<file path="src/rtl/sqw_pkg.sv">
// -----------------------------------------------------------------------------
// sqw_pkg
// Shared definitions for the square-wave pattern sequencer:
//   - sqw_state_e : sequencer state encoding
//   - SQW_TICK    : default clocks per length unit
//   - sqw_entry_t : one table entry {hi, lo, rep}
//   - sqw_timer_w : phase timer width able to hold the longest phase
// -----------------------------------------------------------------------------
package sqw_pkg;

  localparam int SQW_TICK  = 5;
  localparam int SQW_LEN_W = 4;
  localparam int SQW_REP_W = 4;

  typedef enum logic [2:0] {
    ST_IDLE,
    ST_LOAD,
    ST_HIGH,
    ST_LOW,
    ST_DONE
  } sqw_state_e;

  typedef struct packed {
    logic [SQW_LEN_W-1:0] hi;
    logic [SQW_LEN_W-1:0] lo;
    logic [SQW_REP_W-1:0] rep;
  } sqw_entry_t;

  // Longest phase is TICK * (2^len_w - 1) cycles; the counter holds
  // (cycles - 1) down to 0, so this width can never overflow.
  function automatic int sqw_timer_w(input int tick, input int len_w);
    return $clog2(tick * ((1 << len_w) - 1) + 1);
  endfunction

endpackage

</file>
<file path="src/rtl/sqw_phase_timer.sv">
// -----------------------------------------------------------------------------
// sqw_phase_timer
// Loadable down-counter timing one HIGH or LOW phase.
//   clk, reset : clock, asynchronous active-high reset
//   load       : load load_val (takes priority over en)
//   load_val   : phase length in cycles minus one
//   en         : count down while nonzero
//   last       : counter is at zero, i.e. this is the final phase cycle
// -----------------------------------------------------------------------------
module sqw_phase_timer #(
  parameter int W = 7
) (
  input  logic         clk,
  input  logic         reset,
  input  logic         load,
  input  logic [W-1:0] load_val,
  input  logic         en,
  output logic         last
);

  logic [W-1:0] cnt_q;
  logic [W-1:0] cnt_d;

  always_comb begin
    cnt_d = cnt_q;
    if (load) begin
      cnt_d = load_val;
    end else if (en && (cnt_q != '0)) begin
      cnt_d = cnt_q - 1'b1;
    end
  end

  always_ff @(posedge clk or posedge reset) begin
    if (reset) begin
      cnt_q <= '0;
    end else begin
      cnt_q <= cnt_d;
    end
  end

  assign last = (cnt_q == '0);

endmodule

</file>
<file path="src/rtl/sqw_pattern_sequencer.sv">
// -----------------------------------------------------------------------------
// sqw_pattern_sequencer
// Runtime-programmable square-wave pattern sequencer. A host-written table of
// (hi, lo, rep) entries is played back from entry 0 to the latched last index,
// once or in a loop; one length unit is TICK clocks.
//
// Ports:
//   clk, reset        clock, asynchronous active-high reset
//   cfg_we/cfg_addr   table write strobe and address (any state)
//   cfg_hi/lo/rep     entry fields: high units, low units, periods
//   last_idx          final entry index, latched at start
//   loop_en           wrap to entry 0 after the last entry (sampled live)
//   start             begin playback, accepted only in IDLE
//   stop              synchronous abort to IDLE
//   wv                waveform, high only in HIGH
//   busy              any state except IDLE
//   done              one-cycle pulse in DONE (one-shot end)
//   cur_idx           entry currently playing
//   period_tick       final cycle of each emitted period
//
// state | meaning
// ------+-----------------------------------------------------------------
// IDLE  | waiting for start, wv=0
// LOAD  | one low cycle: copy entry idx into working regs, pick first phase
// HIGH  | wv=1 for hi*TICK cycles
// LOW   | wv=0 for lo*TICK cycles
// DONE  | one cycle done pulse, then IDLE
// -----------------------------------------------------------------------------
module sqw_pattern_sequencer
  import sqw_pkg::*;
#(
  parameter int TICK  = SQW_TICK,
  parameter int DEPTH = 8,
  parameter int AW    = 3,
  parameter int LEN_W = SQW_LEN_W,
  parameter int REP_W = SQW_REP_W
) (
  input  logic             clk,
  input  logic             reset,
  input  logic             cfg_we,
  input  logic [AW-1:0]    cfg_addr,
  input  logic [LEN_W-1:0] cfg_hi,
  input  logic [LEN_W-1:0] cfg_lo,
  input  logic [REP_W-1:0] cfg_rep,
  input  logic [AW-1:0]    last_idx,
  input  logic             loop_en,
  input  logic             start,
  input  logic             stop,
  output logic             wv,
  output logic             busy,
  output logic             done,
  output logic [AW-1:0]    cur_idx,
  output logic             period_tick
);

  localparam int TW = sqw_timer_w(TICK, LEN_W);

  sqw_state_e      state_q,   state_d;
  logic [AW-1:0]   idx_q,     idx_d;
  logic [AW-1:0]   last_q,    last_d;
  sqw_entry_t      ent_q,     ent_d;
  logic [REP_W-1:0] rep_cnt_q, rep_cnt_d;
  sqw_entry_t      tbl_q [DEPTH];
  sqw_entry_t      tbl_d [DEPTH];

  sqw_entry_t      ld_ent;
  logic            tmr_load;
  logic [TW-1:0]   tmr_val;
  logic            tmr_en;
  logic            tmr_last;
  logic            eop;
  logic            advance;
  logic            enter_hi;
  logic            enter_lo;
  logic            period_tick_c;

  // Timer holds (cycles - 1); callers guarantee len >= 1.
  function automatic logic [TW-1:0] phase_len(input logic [LEN_W-1:0] len);
    return TW'(int'(len) * TICK - 1);
  endfunction

  // Table write port: any state, takes effect at the next LOAD of that entry.
  always_comb begin
    for (int i = 0; i < DEPTH; i++) begin
      tbl_d[i] = tbl_q[i];
    end
    if (cfg_we) begin
      tbl_d[cfg_addr] = '{hi: cfg_hi, lo: cfg_lo, rep: cfg_rep};
    end
  end

  always_comb begin
    state_d       = state_q;
    idx_d         = idx_q;
    last_d        = last_q;
    ent_d         = ent_q;
    rep_cnt_d     = rep_cnt_q;
    tmr_load      = 1'b0;
    tmr_val       = '0;
    eop           = 1'b0;
    advance       = 1'b0;
    enter_hi      = 1'b0;
    enter_lo      = 1'b0;
    ld_ent        = tbl_q[idx_q];

    unique case (state_q)
      ST_IDLE: begin
        if (start && !stop) begin
          state_d = ST_LOAD;
          idx_d   = '0;
          last_d  = last_idx;
        end
      end
      ST_LOAD: begin
        ent_d     = ld_ent;
        rep_cnt_d = '0;
        if ((ld_ent.rep == '0) || ((ld_ent.hi == '0) && (ld_ent.lo == '0))) begin
          advance = 1'b1;
        end else if (ld_ent.hi != '0) begin
          enter_hi = 1'b1;
        end else begin
          enter_lo = 1'b1;
        end
      end
      ST_HIGH: begin
        if (tmr_last) begin
          if (ent_q.lo != '0) begin
            enter_lo = 1'b1;
          end else begin
            eop = 1'b1;
          end
        end
      end
      ST_LOW: begin
        if (tmr_last) begin
          eop = 1'b1;
        end
      end
      ST_DONE: begin
        state_d = ST_IDLE;
      end
      default: begin
        state_d = ST_IDLE;
      end
    endcase

    // End of period: repeat the entry back-to-back or move on.
    if (eop) begin
      if (({1'b0, rep_cnt_q} + 1'b1) < {1'b0, ent_q.rep}) begin
        rep_cnt_d = rep_cnt_q + 1'b1;
        if (ent_q.hi != '0) begin
          enter_hi = 1'b1;
        end else begin
          enter_lo = 1'b1;
        end
      end else begin
        advance = 1'b1;
      end
    end

    if (advance) begin
      if (idx_q < last_q) begin
        idx_d   = idx_q + 1'b1;
        state_d = ST_LOAD;
      end else if (loop_en) begin
        idx_d   = '0;
        state_d = ST_LOAD;
      end else begin
        state_d = ST_DONE;
      end
    end

    // ent_d carries the freshly loaded entry in LOAD and ent_q otherwise.
    if (enter_hi) begin
      state_d  = ST_HIGH;
      tmr_load = 1'b1;
      tmr_val  = phase_len(ent_d.hi);
    end else if (enter_lo) begin
      state_d  = ST_LOW;
      tmr_load = 1'b1;
      tmr_val  = phase_len(ent_d.lo);
    end

    period_tick_c = eop;

    // Abort wins over everything; the interrupted period reports nothing.
    if (stop && (state_q != ST_IDLE)) begin
      state_d       = ST_IDLE;
      tmr_load      = 1'b0;
      period_tick_c = 1'b0;
    end
  end

  assign tmr_en = (state_q == ST_HIGH) || (state_q == ST_LOW);

  sqw_phase_timer #(
    .W(TW)
  ) u_phase_timer (
    .clk     (clk),
    .reset   (reset),
    .load    (tmr_load),
    .load_val(tmr_val),
    .en      (tmr_en),
    .last    (tmr_last)
  );

  always_ff @(posedge clk or posedge reset) begin
    if (reset) begin
      state_q   <= ST_IDLE;
      idx_q     <= '0;
      last_q    <= '0;
      ent_q     <= '0;
      rep_cnt_q <= '0;
      for (int i = 0; i < DEPTH; i++) begin
        tbl_q[i] <= '0;
      end
    end else begin
      state_q   <= state_d;
      idx_q     <= idx_d;
      last_q    <= last_d;
      ent_q     <= ent_d;
      rep_cnt_q <= rep_cnt_d;
      for (int i = 0; i < DEPTH; i++) begin
        tbl_q[i] <= tbl_d[i];
      end
    end
  end

  assign wv          = (state_q == ST_HIGH);
  assign busy        = (state_q != ST_IDLE);
  assign done        = (state_q == ST_DONE);
  assign cur_idx     = idx_q;
  assign period_tick = period_tick_c;

endmodule

</file>
<file path="config.mk">
export PLATFORM = sky130hd
export DESIGN_NAME = sqw_pattern_sequencer
export DESIGN_NICKNAME = d
export VERILOG_FILES = /design/src/rtl/sqw_pkg.sv /design/src/rtl/sqw_phase_timer.sv /design/src/rtl/sqw_pattern_sequencer.sv
export SDC_FILE = /design/constraint.sdc
export NUM_CORES = 1
export LEC_CHECK = 0
export CORE_MARGIN = 2
export CORE_UTILIZATION = 65
export CTS_CLUSTER_SIZE = 12
export DETAILED_ROUTE_END_ITERATION = 16
export DONT_BUFFER_PORTS = 1
export PLACE_DENSITY_LB_ADDON = 0.08
export SETUP_SLACK_MARGIN = 0.3
export SYNTH_ARGS = -nofsm -noshare
export SYNTH_HDL_FRONTEND = slang
export SYNTH_SLANG_ARGS = --single-unit
</file>
<file path="constraint.sdc">
create_clock -name clk -period 11.69 [get_ports clk]
set_input_delay 1.7535 -clock clk [delete_from_list [all_inputs] [get_ports clk]]
set_output_delay 1.7535 -clock clk [all_outputs]
set_load 0.1 [all_outputs]
</file>
== Word level (Yosys, flattened, before mapping) ==
Index checks and enable logic that the tools add are counted.
Storage, ports and cells
  register bits: 128
  input bits: 24
  output and inout bits: 7
Cells by class
  add/subtract/negate cells: 6
  $mul: 2
  $lt $le $gt $ge: 5
  eq/ne operators: 6
  multiplexer cells: 53
  bitwise gates (word level): 2
  reduce and logical (&&, ||, !) cells: 22
Operators by type and width (number)
  bitwise mux 96 bit: 1
  2-to-1 mux 12 bit: 4
  binary-select mux 12 bit (select 3 bit): 1
  demux 12 bit (select 3 bit): 1
  2-to-1 mux 3 bit: 12
  2-to-1 mux 7 bit: 4
  2-to-1 mux 1 bit: 24
  subtractor 7 x 1 -> 7 bit (second input constant): 3
  multiplier 4 x 3 -> 7 bit (second input constant): 2
  zero test 4 bit: 3
  2-to-1 mux 4 bit: 3
  nonzero test 4 bit: 3
  >= comparator 4 bit (second input constant): 2
  inverter 3 -> 4 bit: 2
  zero test 7 bit: 1
  nonzero test 7 bit: 1
  == test 3 x 2 -> 1 bit (second input constant): 2
  inequality test 6 bit (second input constant): 1
  one-hot mux 3 bit (2 select lines): 1
  adder 4 x 1 -> 5 bit (second input constant): 1
  logical AND 1 bit: 5
  less-than comparator 5 x 4 -> 1 bit: 1
  inequality test 5 x 1 -> 1 bit (second input constant): 1
  adder 4 x 1 -> 4 bit (second input constant): 1
  other kinds (13): 16

== Longest topological paths before layout ==
  depth in word-level cells: 16
  mapped depth: 17
  depth with buffers taken out: 14

== By module ==
Synthesis repeated with hierarchy kept, for this count alone.
Second synthesis, totals
  cells, all modules: 520
  area total of the unflattened synthesis: 6752.7 µm²
By module, submodules not included
  sqw_pattern_sequencer: times used 1, cells an instance 462, area each 6248.5 µm²
  sqw_phase_timer: times used 1, cells an instance 58, area each 504.2 µm²

== Worst setup path after synthesis ==
OpenSTA, ideal clock, no wires.
  kind: input port to output port
  start: input port stop
  end: output port period_tick
  data arrival time: 3141 ps
  data required time: 9937 ps
  setup slack: 6795 ps
  stages: 2
  buffers on the path: 0
  path through: and2_1 -> nor2_1
Between the ends
  cells in the longest elaborated chain, start to end: 2
RTL lines
  from (decl): line sqw_pattern_sequencer.sv:48  | input logic stop,
  logical AND 1 bit: line sqw_pattern_sequencer.sv:187  | if (stop && (state_q != ST_IDLE)) begin
  2-to-1 mux 1 bit: line sqw_pattern_sequencer.sv:187
  to (decl): line sqw_pattern_sequencer.sv:53  | output logic period_tick
No other way between the ends.

== Worst setup path after layout ==
  start: register state_q[0]
  end: output port period_tick
Between the ends
  cells in the longest elaborated chain, start to end: 3
RTL lines
  from (decl): line sqw_pattern_sequencer.sv:58  | sqw_state_e state_q, state_d;
  from (signal assigned): line sqw_pattern_sequencer.sv:218  | state_q <= state_d;
  nonzero test 3 bit
  net busy: line sqw_pattern_sequencer.sv:50  | output logic busy,
  logical AND 1 bit: line sqw_pattern_sequencer.sv:187
  2-to-1 mux 1 bit: line sqw_pattern_sequencer.sv:187
The timed path passes the listed nets, and every way through them passes these cells.

==> results.sh <==
export IMPL_path_cells="or3_1 > and2_1 > nor2_2"
export IMPL_synth_yosys_seq_area_share_pct=48.2
export IMPL_die_x_um=105
export IMPL_drt_wirelength_per_cell_um=20.0
export IMPL_rsz_0062_raised_after_global_routing="false"
export IMPL_start_util_pct=67.4
export IMPL_worst_path_max_fanout=8
export IMPL_fin_skew_ns=0.00861
export IMPL_finalSetupTns_ns=0
export IMPL_synth_warn=0
export IMPL_n_fill_cell=640
export IMPL_finalSetupViolCount=0
export IMPL_cell_family_with_most_cp_delay="simple AND/OR/NAND/NOR gates"
export IMPL_cell_with_the_largest_stage_delay_on_the_worst_path="or3_1"
export IMPL_slew_headroom_pct=29.4
export IMPL_result_of_the_run="complete, no violations"
export IMPL_post_cts_hold_buffer_count=0
export IMPL_maximum_number_of_pins_on_one_net_before_global_route_repair=86
export IMPL_route_vias_total=4019
export IMPL_tightestPinTransition_ns=1.05
export IMPL_worst_setup_hold_path_clk_slew_ns=0.06
export IMPL_vdd_drop_max_uv=131
export IMPL_global_route_overflow_total=0
export IMPL_worst_path_largest_cell_delay_ns=0.80
export IMPL_power_density_cell_area_nw_per_um2=249
export IMPL_antennaDiodeCount=0
export IMPL_grt_pass1_vias=4325
export IMPL_synthesis_area_um2=6650
export IMPL_grt_first_pass_wirelength_um=22000
export IMPL_setup_reg_to_reg_worst_slack_ns=7.50
export IMPL_start_kind="flop"
export IMPL_tritoncts_num_buffers=17
export IMPL_max_capacitance_violation_count=0
export IMPL_synth_distinct_cells=61
export IMPL_postSynth_topFlopCell="dfrtp_1"
export IMPL_grt_antenna_before_repair=0
export IMPL_final_hold_violation_count=0
export IMPL_detailedRoute_firstIterationViolations=219
export IMPL_count_of_flip_flops_with_a_built_in_enable_after_synthesis=0
export IMPL_drtAntennaViolNets=0
export IMPL_startpoint_of_the_most_critical_register_to_register_path="cur_idx[2]"
export IMPL_dr_pass1_iters=4
export IMPL_p_leak_nw=3.20
export IMPL_gp_routability_congestion=0.795
export IMPL_most_frequent_cells_in_the_layout="125 x dfrtp_1, 92 x mux2_2, 25 x ha_1"
export IMPL_fmax_ghz=0.212
export IMPL_ctsRootBufferMaster="clkbuf_8"
export IMPL_final_min_period_over_clock_period_pct=40.4
export IMPL_area_growth_pct=10.4
export IMPL_vertical_die_dimension_um=105
export IMPL_via_per_inst=6.15
export IMPL_ctsHtreeMaxLevel=4
export IMPL_holdCritPathClass="reg2reg"
export IMPL_layout_min_cycle_time_ns=4.72
export IMPL_critical_path_reg2reg_endpoint="u_phase_timer.cnt_q[6]"
export IMPL_yosys_register_bits=128
export IMPL_tritoncts="yes"
export IMPL_worst_skew_pair_late_latency_ns=0.52
export IMPL_port_buffers=0
export IMPL_critPathCaptureType="output port"
export IMPL_r2r_cells=13
export IMPL_flip_flop_and_latch_area_um2=3210
export IMPL_core_rowCount=36
export IMPL_timing_max_transition_violations_final=0
export IMPL_routed_wirelength_um=13000
export IMPL_grt_usage_pct=26.3
export IMPL_cts_sink_count=128
export IMPL_critical_path_class="reg2out"
export IMPL_final_common_cell="dfrtp_1"
export IMPL_worst_slack_ns=6.97
export IMPL_multi_input_area_um2=3260
export IMPL_design_portCount=31
export IMPL_num_nets_final=560
export IMPL_pre_cts_ws_ns=7.24
export IMPL_synth_nets=552
export IMPL_synth_avg_cell_area_um2=13.3
export IMPL_timing_critical_path_from="state_q[0]"
export IMPL_die_area_um2=11000
export IMPL_coreArea_um2=9860
export IMPL_longest_clk_path_bufs=2
export IMPL_post_cts_resized=0
export IMPL_synth_instances=499
export IMPL_synth_async_reset_ratio_pct=100
export IMPL_place_hpwl_um=8420
export IMPL_crit_end="period_tick"
export IMPL_arrival_ns=2.97
export IMPL_residual_drc=0
export IMPL_number_of_buffers_and_inverters_on_the_critical_path=0
export IMPL_post_cts_buffers=0
export IMPL_worst_path_required_ns=9.94
export IMPL_critical_path_depth=3
export IMPL_layout_cell_share_with_drive_strength_beyond_1_pct=32.7
-- Yosys cell counts (all sizes together), types with 3 or more instances --
cell      n  share of area (%)
buf      12                1.4
fa        4                1.2
nand4     4               0.47
mux2i    12                1.9
inv      23                1.3
nor2b     6               0.56
o21ai    15                1.4
ha       25                4.7
xnor2     9                1.2
nand4b    3               0.40
clkbuf    8               0.45
mux2    100                 17
xor2      5               0.66
nor2     20                1.1
nand2b    4               0.38
a211oi    7               0.79
mux4     24                8.2
nor3      6               0.53
nor3b     5               0.64
nand2    13               0.73
o21a      4               0.45
a21o     12                1.4
dfrtp   128                 48
nand3     4               0.30
a21oi    17                1.3
-- layout make-up --
cell class                 count  share of cell area [%]
timing repair buffer           9                    1.16
inverter                      23                    1.21
clock buffer                  26                    6.38
multi-input combinational    328                    44.5
tap                          133                    2.27
sequential                   128                    43.7
clock inverter                 6                   0.785
-- sequential cells by signal (all words and copies together) (netlist names) --
| register | count |
|---|---|
| rep_cnt_q | 4 |
| u_phase_timer.cnt_q | 7 |
| ent_q | 12 |
| state_q | 3 |
| cur_idx | 3 |
| tbl_q | 96 |
| last_q | 3 |
-- tightest hold or removal path: stages (launching register included) --
cell and delay (ns):
dfrtp_1 0.34, nand2_1 0.05, o21ai_1 0.06
-- logic make-up (layout without fill, tap and decap cells) --
kind of cell | Yosys count | in the layout | share of synthesized area (%)
and+or+nand+nor | 81 | 81 | 6.87
buffers and inverters | 43 | 64 | 3.18
AOI/OAI and AO/OA | 68 | 68 | 6.99
adders and majority gates | 29 | 29 | 5.91
xor gates and xnor gates | 14 | 14 | 1.85
muxes | 136 | 136 | 27.0
DFF | 128 | 128 | 48.2
-- routing by layer --
layer	wire [um]	track usage [%]	up-vias
li1	-	-	1860
met1	5790	33.7	2064
met2	6550	43.3	72
met3	422	6.55	23
met4	272	10.1	0
met5	0	0	-
-- worst min path at each step --
stage | startpoint | to | slack, ns | cells after the start
after floorplan | tbl_q[60] | tbl_q[60] | 0.45 | 1
after global placement | tbl_q[62] | tbl_q[62] | 0.46 | 1
after detailed placement | tbl_q[63] | tbl_q[63] | 0.48 | 1
after CTS | tbl_q[63] | tbl_q[63] | 0.49 | 1
after global routing | ent_q[2] | ent_q[2] | 0.51 | 2
final | ent_q[2] | ent_q[2] | 0.48 | 2
-- metrics by stage --
| step | hold slack, ns | power, W | cells | cell area [um2] | utilization [%] |
|---|---|---|---|---|---|
| global placement | 0.462 | 0.00132 | 621 | 6810 | 69.0 |
| CTS | 0.487 | 0.00184 | 653 | 7330 | 74.3 |
| detailed placement | 0.475 | 0.00136 | 621 | 6810 | 69.0 |
| floorplan | 0.453 | 0.00121 | 499 | 6650 | - |
| global route | 0.508 | 0.00196 | 653 | 7330 | 74.3 |
| finish | 0.481 | 0.00183 | 653 | 7330 | 74.3 |
-- report_power, final --
group / switching (W) / internal [W]
Clock: 0.000179 / 0.000292
Sequential: 0.0000640 / 0.000559
Combinational: 0.000399 / 0.000335
(Power assumes the default switching activity.)
